**src/rtl/ppu_vram_arbiter.sv**
```systemverilog
// ppu_vram_arbiter: shares the single-port PPU memory bus between render fetches and CPU PPUDATA accesses
// Ports:
//   clk, rst_n                    clock, asynchronous active-low reset
//   render_req/addr -> render_gnt render fetch request, granted combinationally
//   render_valid/render_data      fetched byte, one cycle after the grant
//   cpu_req/we/addr/wdata         CPU access, sampled while cpu_busy=0
//   cpu_busy/done/rdata           CPU access status and last read byte
//   mem_addr/data/rw, mem_q       memory wrapper pins (rw=1 write), 1-cycle read latency
module ppu_vram_arbiter #(
    parameter int MAX_WAIT = 8
) (
    input  logic        clk,
    input  logic        rst_n,
    input  logic        render_req,
    input  logic [13:0] render_addr,
    output logic        render_gnt,
    output logic        render_valid,
    output logic [7:0]  render_data,
    input  logic        cpu_req,
    input  logic        cpu_we,
    input  logic [13:0] cpu_addr,
    input  logic [7:0]  cpu_wdata,
    output logic        cpu_busy,
    output logic        cpu_done,
    output logic [7:0]  cpu_rdata,
    output logic [13:0] mem_addr,
    output logic [7:0]  mem_data,
    output logic        mem_rw,
    input  logic [7:0]  mem_q
);
    typedef enum logic [1:0] {IDLE, PEND, ISSUED} state_t;
    state_t      state;
    logic        queued;
    logic        lat_we;
    logic [13:0] lat_addr;
    logic [7:0]  lat_wdata;
    logic [13:0] last_addr;
    logic [7:0]  last_data;
    logic [7:0]  rdata_q;
    logic [7:0]  wait_cnt;
    logic        cpu_issue;
    assign cpu_issue   = state == PEND && (!render_req || wait_cnt == 8'(MAX_WAIT));
    assign render_gnt  = rst_n && render_req && !cpu_issue;
    assign render_data = rst_n ? mem_q : 8'h00;
    assign mem_rw      = cpu_issue && lat_we;
    assign mem_addr    = render_gnt ? render_addr : cpu_issue ? lat_addr : last_addr;
    assign mem_data    = cpu_issue ? lat_wdata : last_data;
    // cpu_done is high exactly in the ISSUED cycle, when mem_q carries the CPU read byte
    assign cpu_rdata   = (cpu_done && !lat_we) ? mem_q : rdata_q;
    // A request taken in the ISSUED cycle waits one IDLE cycle (queued) so the
    // CPU path sustains one access every three cycles.
    always_ff @(posedge clk or negedge rst_n) begin
        if (!rst_n) begin
            state        <= IDLE;
            queued       <= 1'b0;
            lat_we       <= 1'b0;
            lat_addr     <= '0;
            lat_wdata    <= '0;
            last_addr    <= '0;
            last_data    <= '0;
            rdata_q      <= '0;
            wait_cnt     <= '0;
            cpu_busy     <= 1'b0;
            cpu_done     <= 1'b0;
            render_valid <= 1'b0;
        end else begin
            render_valid <= render_gnt;
            cpu_done     <= cpu_issue;
            if (render_gnt) last_addr <= render_addr;
            if (cpu_issue) begin
                last_addr <= lat_addr;
                last_data <= lat_wdata;
            end
            case (state)
                IDLE: begin
                    if (queued || cpu_req) begin
                        state    <= PEND;
                        cpu_busy <= 1'b1;
                        queued   <= 1'b0;
                        if (!queued) begin
                            lat_we    <= cpu_we;
                            lat_addr  <= cpu_addr;
                            lat_wdata <= cpu_wdata;
                        end
                    end
                end
                PEND: begin
                    if (cpu_issue) begin
                        state    <= ISSUED;
                        cpu_busy <= 1'b0;
                        wait_cnt <= '0;
                    end else if (wait_cnt != 8'(MAX_WAIT)) begin
                        wait_cnt <= wait_cnt + 8'd1;
                    end
                end
                ISSUED: begin
                    state <= IDLE;
                    if (!lat_we) rdata_q <= mem_q;
                    if (cpu_req) begin
                        lat_we    <= cpu_we;
                        lat_addr  <= cpu_addr;
                        lat_wdata <= cpu_wdata;
                        queued    <= 1'b1;
                        cpu_busy  <= 1'b1;
                    end
                end
                default: state <= IDLE;
            endcase
        end
    end
endmodule

```
**config.mk**
```make
export PLATFORM = sky130hd
export DESIGN_NAME = ppu_vram_arbiter
export DESIGN_NICKNAME = d
export VERILOG_FILES = /design/src/rtl/ppu_vram_arbiter.sv
export SDC_FILE = /design/constraint.sdc
export NUM_CORES = 1
export LEC_CHECK = 0
export BUFFER_PORTS_ARGS = -buffer_cell sky130_fd_sc_hd__buf_2
export CAP_MARGIN = 40
export CORE_MARGIN = 2
export CORE_UTILIZATION = 48
export DETAILED_ROUTE_END_ITERATION = 8
export PLACE_DENSITY = 0.85
export SYNTH_ARGS = -nofsm -noshare
export SYNTH_HDL_FRONTEND = slang
export SYNTH_SLANG_ARGS = --single-unit
```
**constraint.sdc**
```tcl
create_clock -name clk -period 2.7 [get_ports clk]
set_input_delay 0.27 -clock clk [delete_from_list [all_inputs] [get_ports clk]]
set_output_delay 0.27 -clock clk [all_outputs]
set_load 0.05 [all_outputs]
```
==> impl_metrics.env <==
export IMPL_run_status="finished with violations"
export IMPL_violations="negative setup slack"
export IMPL_fin_cells=457
export IMPL_fp_dieW_um=83.2
export IMPL_ys_flop_type="dfrtp_1"
export IMPL_numCtsBuffers=9
export IMPL_gp_congestion=0.737
export IMPL_synthToLayoutAreaGrowth_pct=52.6
export IMPL_antenna_cells=0
export IMPL_setup_viol=24
export IMPL_synth_xor_area_share_pct=1.46
export IMPL_slew_headroom_pct=50.7
export IMPL_end_kind="output pin"
export IMPL_grt_max_degree=62
export IMPL_die_y_um=83.2
export IMPL_dp_slack_ns=0.0750
export IMPL_firstDrtPassIters=5
export IMPL_vias=2664
export IMPL_yosysWarnings=0
export IMPL_nets=428
export IMPL_skew_ns=0.0175
export IMPL_rsz0062_at_grt="true"
export IMPL_grt_antenna_before_repair=0
export IMPL_dp_cells=404
export IMPL_critical_path_max_fanout=9
export IMPL_final_cell_mix="67 x dfrtp_1, 67 x buf_2, 43 x mux2_2, 36 x buf_4"
export IMPL_seq_area_frac_synth_pct=55.7
export IMPL_synth_top_family_by_area="multiplexers"
export IMPL_setup_slack_ns=-0.277
export IMPL_synth_mux_area_share_pct=22.2
export IMPL_synth_compound_area_share_pct=6.53
export IMPL_fmax_mhz=336
export IMPL_place_hpwl_mm=4.68
export IMPL_grt_pass1_vias=2659
export IMPL_wire_per_inst_um=21.2
export IMPL_drive_gt1_share_pct=60.7
export IMPL_synthArstFlopShare_pct=100
export IMPL_port_buffer_count=91
export IMPL_period_needed_ns=2.98
export IMPL_power_per_cell_area_nw_per_um2=1390
export IMPL_grt_overflow=0
export IMPL_ir_worst_vdd_uv=1560
export IMPL_p_leak_nw=2.17
export IMPL_start_util_pct=50.2
export IMPL_coreArea_um2=5990
export IMPL_cp_required_ns=2.43
export IMPL_crit_type="flip-flop to output pin"
export IMPL_clkLatencyLatePin_ns=0.36
export IMPL_syn_inst=244
export IMPL_path_clk_slew_ns=0.07
export IMPL_cap_violations=0
export IMPL_fillers=327
export IMPL_report_final_slew_viol_count=0
export IMPL_synth_simple_area_share_pct=10.4
export IMPL_syn_nets=295
export IMPL_pin_count=92
export IMPL_cp_start_kind="flip-flop"
export IMPL_cts_htree_levels=3
export IMPL_drt_wl_total_mm=9.67
export IMPL_grt_pass1_wl_mm=13.0
export IMPL_hold_path_class="primary input to flip-flop"
export IMPL_crit_arrival_ns=2.71
export IMPL_synth_cell_types=31
export IMPL_period_share_pct=110
export IMPL_synthAdderAreaFrac_pct=0.832
export IMPL_drt_iter0_markers=283
export IMPL_tightestPinTransition_ns=0.739
export IMPL_holdWs_ns=0.144
export IMPL_cts_sinks=67
export IMPL_cts_tree="done"
export IMPL_cts_root_buf="clkbuf_8"
export IMPL_finalHoldViolCount=0
export IMPL_syn_cell_area_um2=3010
export IMPL_die_area_um2=6920
export IMPL_gr_usage_all_layers_pct=24.0
export IMPL_drt_drc_violations_left=0
export IMPL_synth_seq_cells=67
export IMPL_num_rows=28
export IMPL_avgSynthCellArea_um2=12.3
export IMPL_antenna_left=0
export IMPL_avgViaCountPerCell=5.83
export IMPL_cts_max_path_buffers=2
export IMPL_synth_edf_count=0
[Yosys cell counts, drive strengths merged (5+ instances only)]
cell	count	area, µm²
o21ai	30	150
nand3	14	70.1
nor2	6	22.5
buf	5	33.8
nor2b	6	37.5
nand2	6	22.5
and2	10	62.6
mux2	47	529
dfrtp	67	1680
mux2i	14	140
clkbuf	10	40.0
[metal layers]
| metal | vias up | wire (µm) | part of all wire (%) | track usage (%) |
|---|---|---|---|---|
| met3 | 42 | 738 | 7.6 | 7.16 |
| met1 | 1341 | 3570 | 37 | 28.3 |
| li1 | 1126 | - | - | - |
| met4 | 0 | 367 | 3.8 | 11.0 |
| met5 | - | 0 | 0 | 0 |
| met2 | 155 | 4990 | 52 | 40.2 |
[worst paths after layout]
| path | slack, ns | cells after the start | from | endpoint |
|---|---|---|---|---|
| hold reg to reg | 0.51 | 1 | lat_addr[5]$_DFFE_PN0P_ | lat_addr[5]$_DFFE_PN0P_ |
| setup / recovery | -0.28 | 8 | wait_cnt[0]$_DFFE_PN0P_ | mem_data[4] |
| min in group asynchronous | 0.33 | 2 | rst_n | rdata_q[3]$_DFFE_PN0P_ |
| max in group asynchronous | 1.34 | 3 | rst_n | state[1]$_DFFE_PN0P_ |
| hold / removal | 0.14 | 2 | cpu_addr[5] | lat_addr[5]$_DFFE_PN0P_ |
| setup reg to reg | 0.03 | 19 | wait_cnt[0]$_DFFE_PN0P_ | wait_cnt[0]$_DFFE_PN0P_ |
[critical path: stages (launching register included)]
cell     delay [ns]
dfrtp_1        0.40
inv_2          0.11
ha_4           0.15
or4b_4         0.49
o41ai_4        0.31
and2_4         0.25
buf_12         0.13
mux2_2         0.35
buf_6          0.16
[area by class of cell]
| class | count | area (µm²) | area share, % |
|---|---|---|---|
| Sequential cell | 67 | 1680 | 36.5 |
| Multi-Input combinational cell | 159 | 1500 | 32.7 |
| Timing Repair Buffer | 137 | 1090 | 23.8 |
| Clock buffer | 10 | 128 | 2.78 |
| Tap cell | 75 | 93.8 | 2.04 |
| Clock inverter | 6 | 90.1 | 1.96 |
| Inverter | 3 | 11.3 | 0.245 |
[through the flow]
stage               utilization [%]  instance area (µm²)  setup TNS, ns  total power [mW]
finish                         76.7                 4590          -4.99              6.40
global route                   76.7                 4590          -6.10              6.64
CTS                            70.7                 4240          -1.01              5.88
detailed placement             59.8                 3580              0              4.30
global placement               59.8                 3580              0              4.20
floorplan                         -                 3010              0              3.68
[kinds of logic after synthesis]
family                     after synthesis
and+or+nand+nor                         56
DFF                                     67
adders and majority gates                2
muxes                                   61
xor gates and xnor gates                 5
buffers and inverters                   18
AOI/OAI and AO/OA                       35
[power by group]
group | internal (mW) | switching [mW] | total, mW
clock network | 0.520 | 0.412 | 0.931
registers | 1.46 | 0.293 | 1.75
logic | 1.54 | 2.17 | 3.72
[flip-flops by register name, summed over array words and instances (netlist names)]
signal,cells
wait_cnt,8
rdata_q,8
render_valid,1
cpu_busy,1
lat_wdata,8
queued,1
state,2
lat_addr,14
lat_we,1
cpu_done,1
last_addr,14
last_data,8
[what timing repair did]
item | 4_1_cts | 5_1_grt
hold buffers | 1 | 0
pin swaps | 1 | 9
cloned | 2 | 2
buffers inserted | 25 | 11
endpoints found under the hold margin | 6 | 0
gates resized for setup | 72 | 60
endpoints found under the setup margin | 24 | 25
No activity file was read; power rests on OpenSTA's default activity.
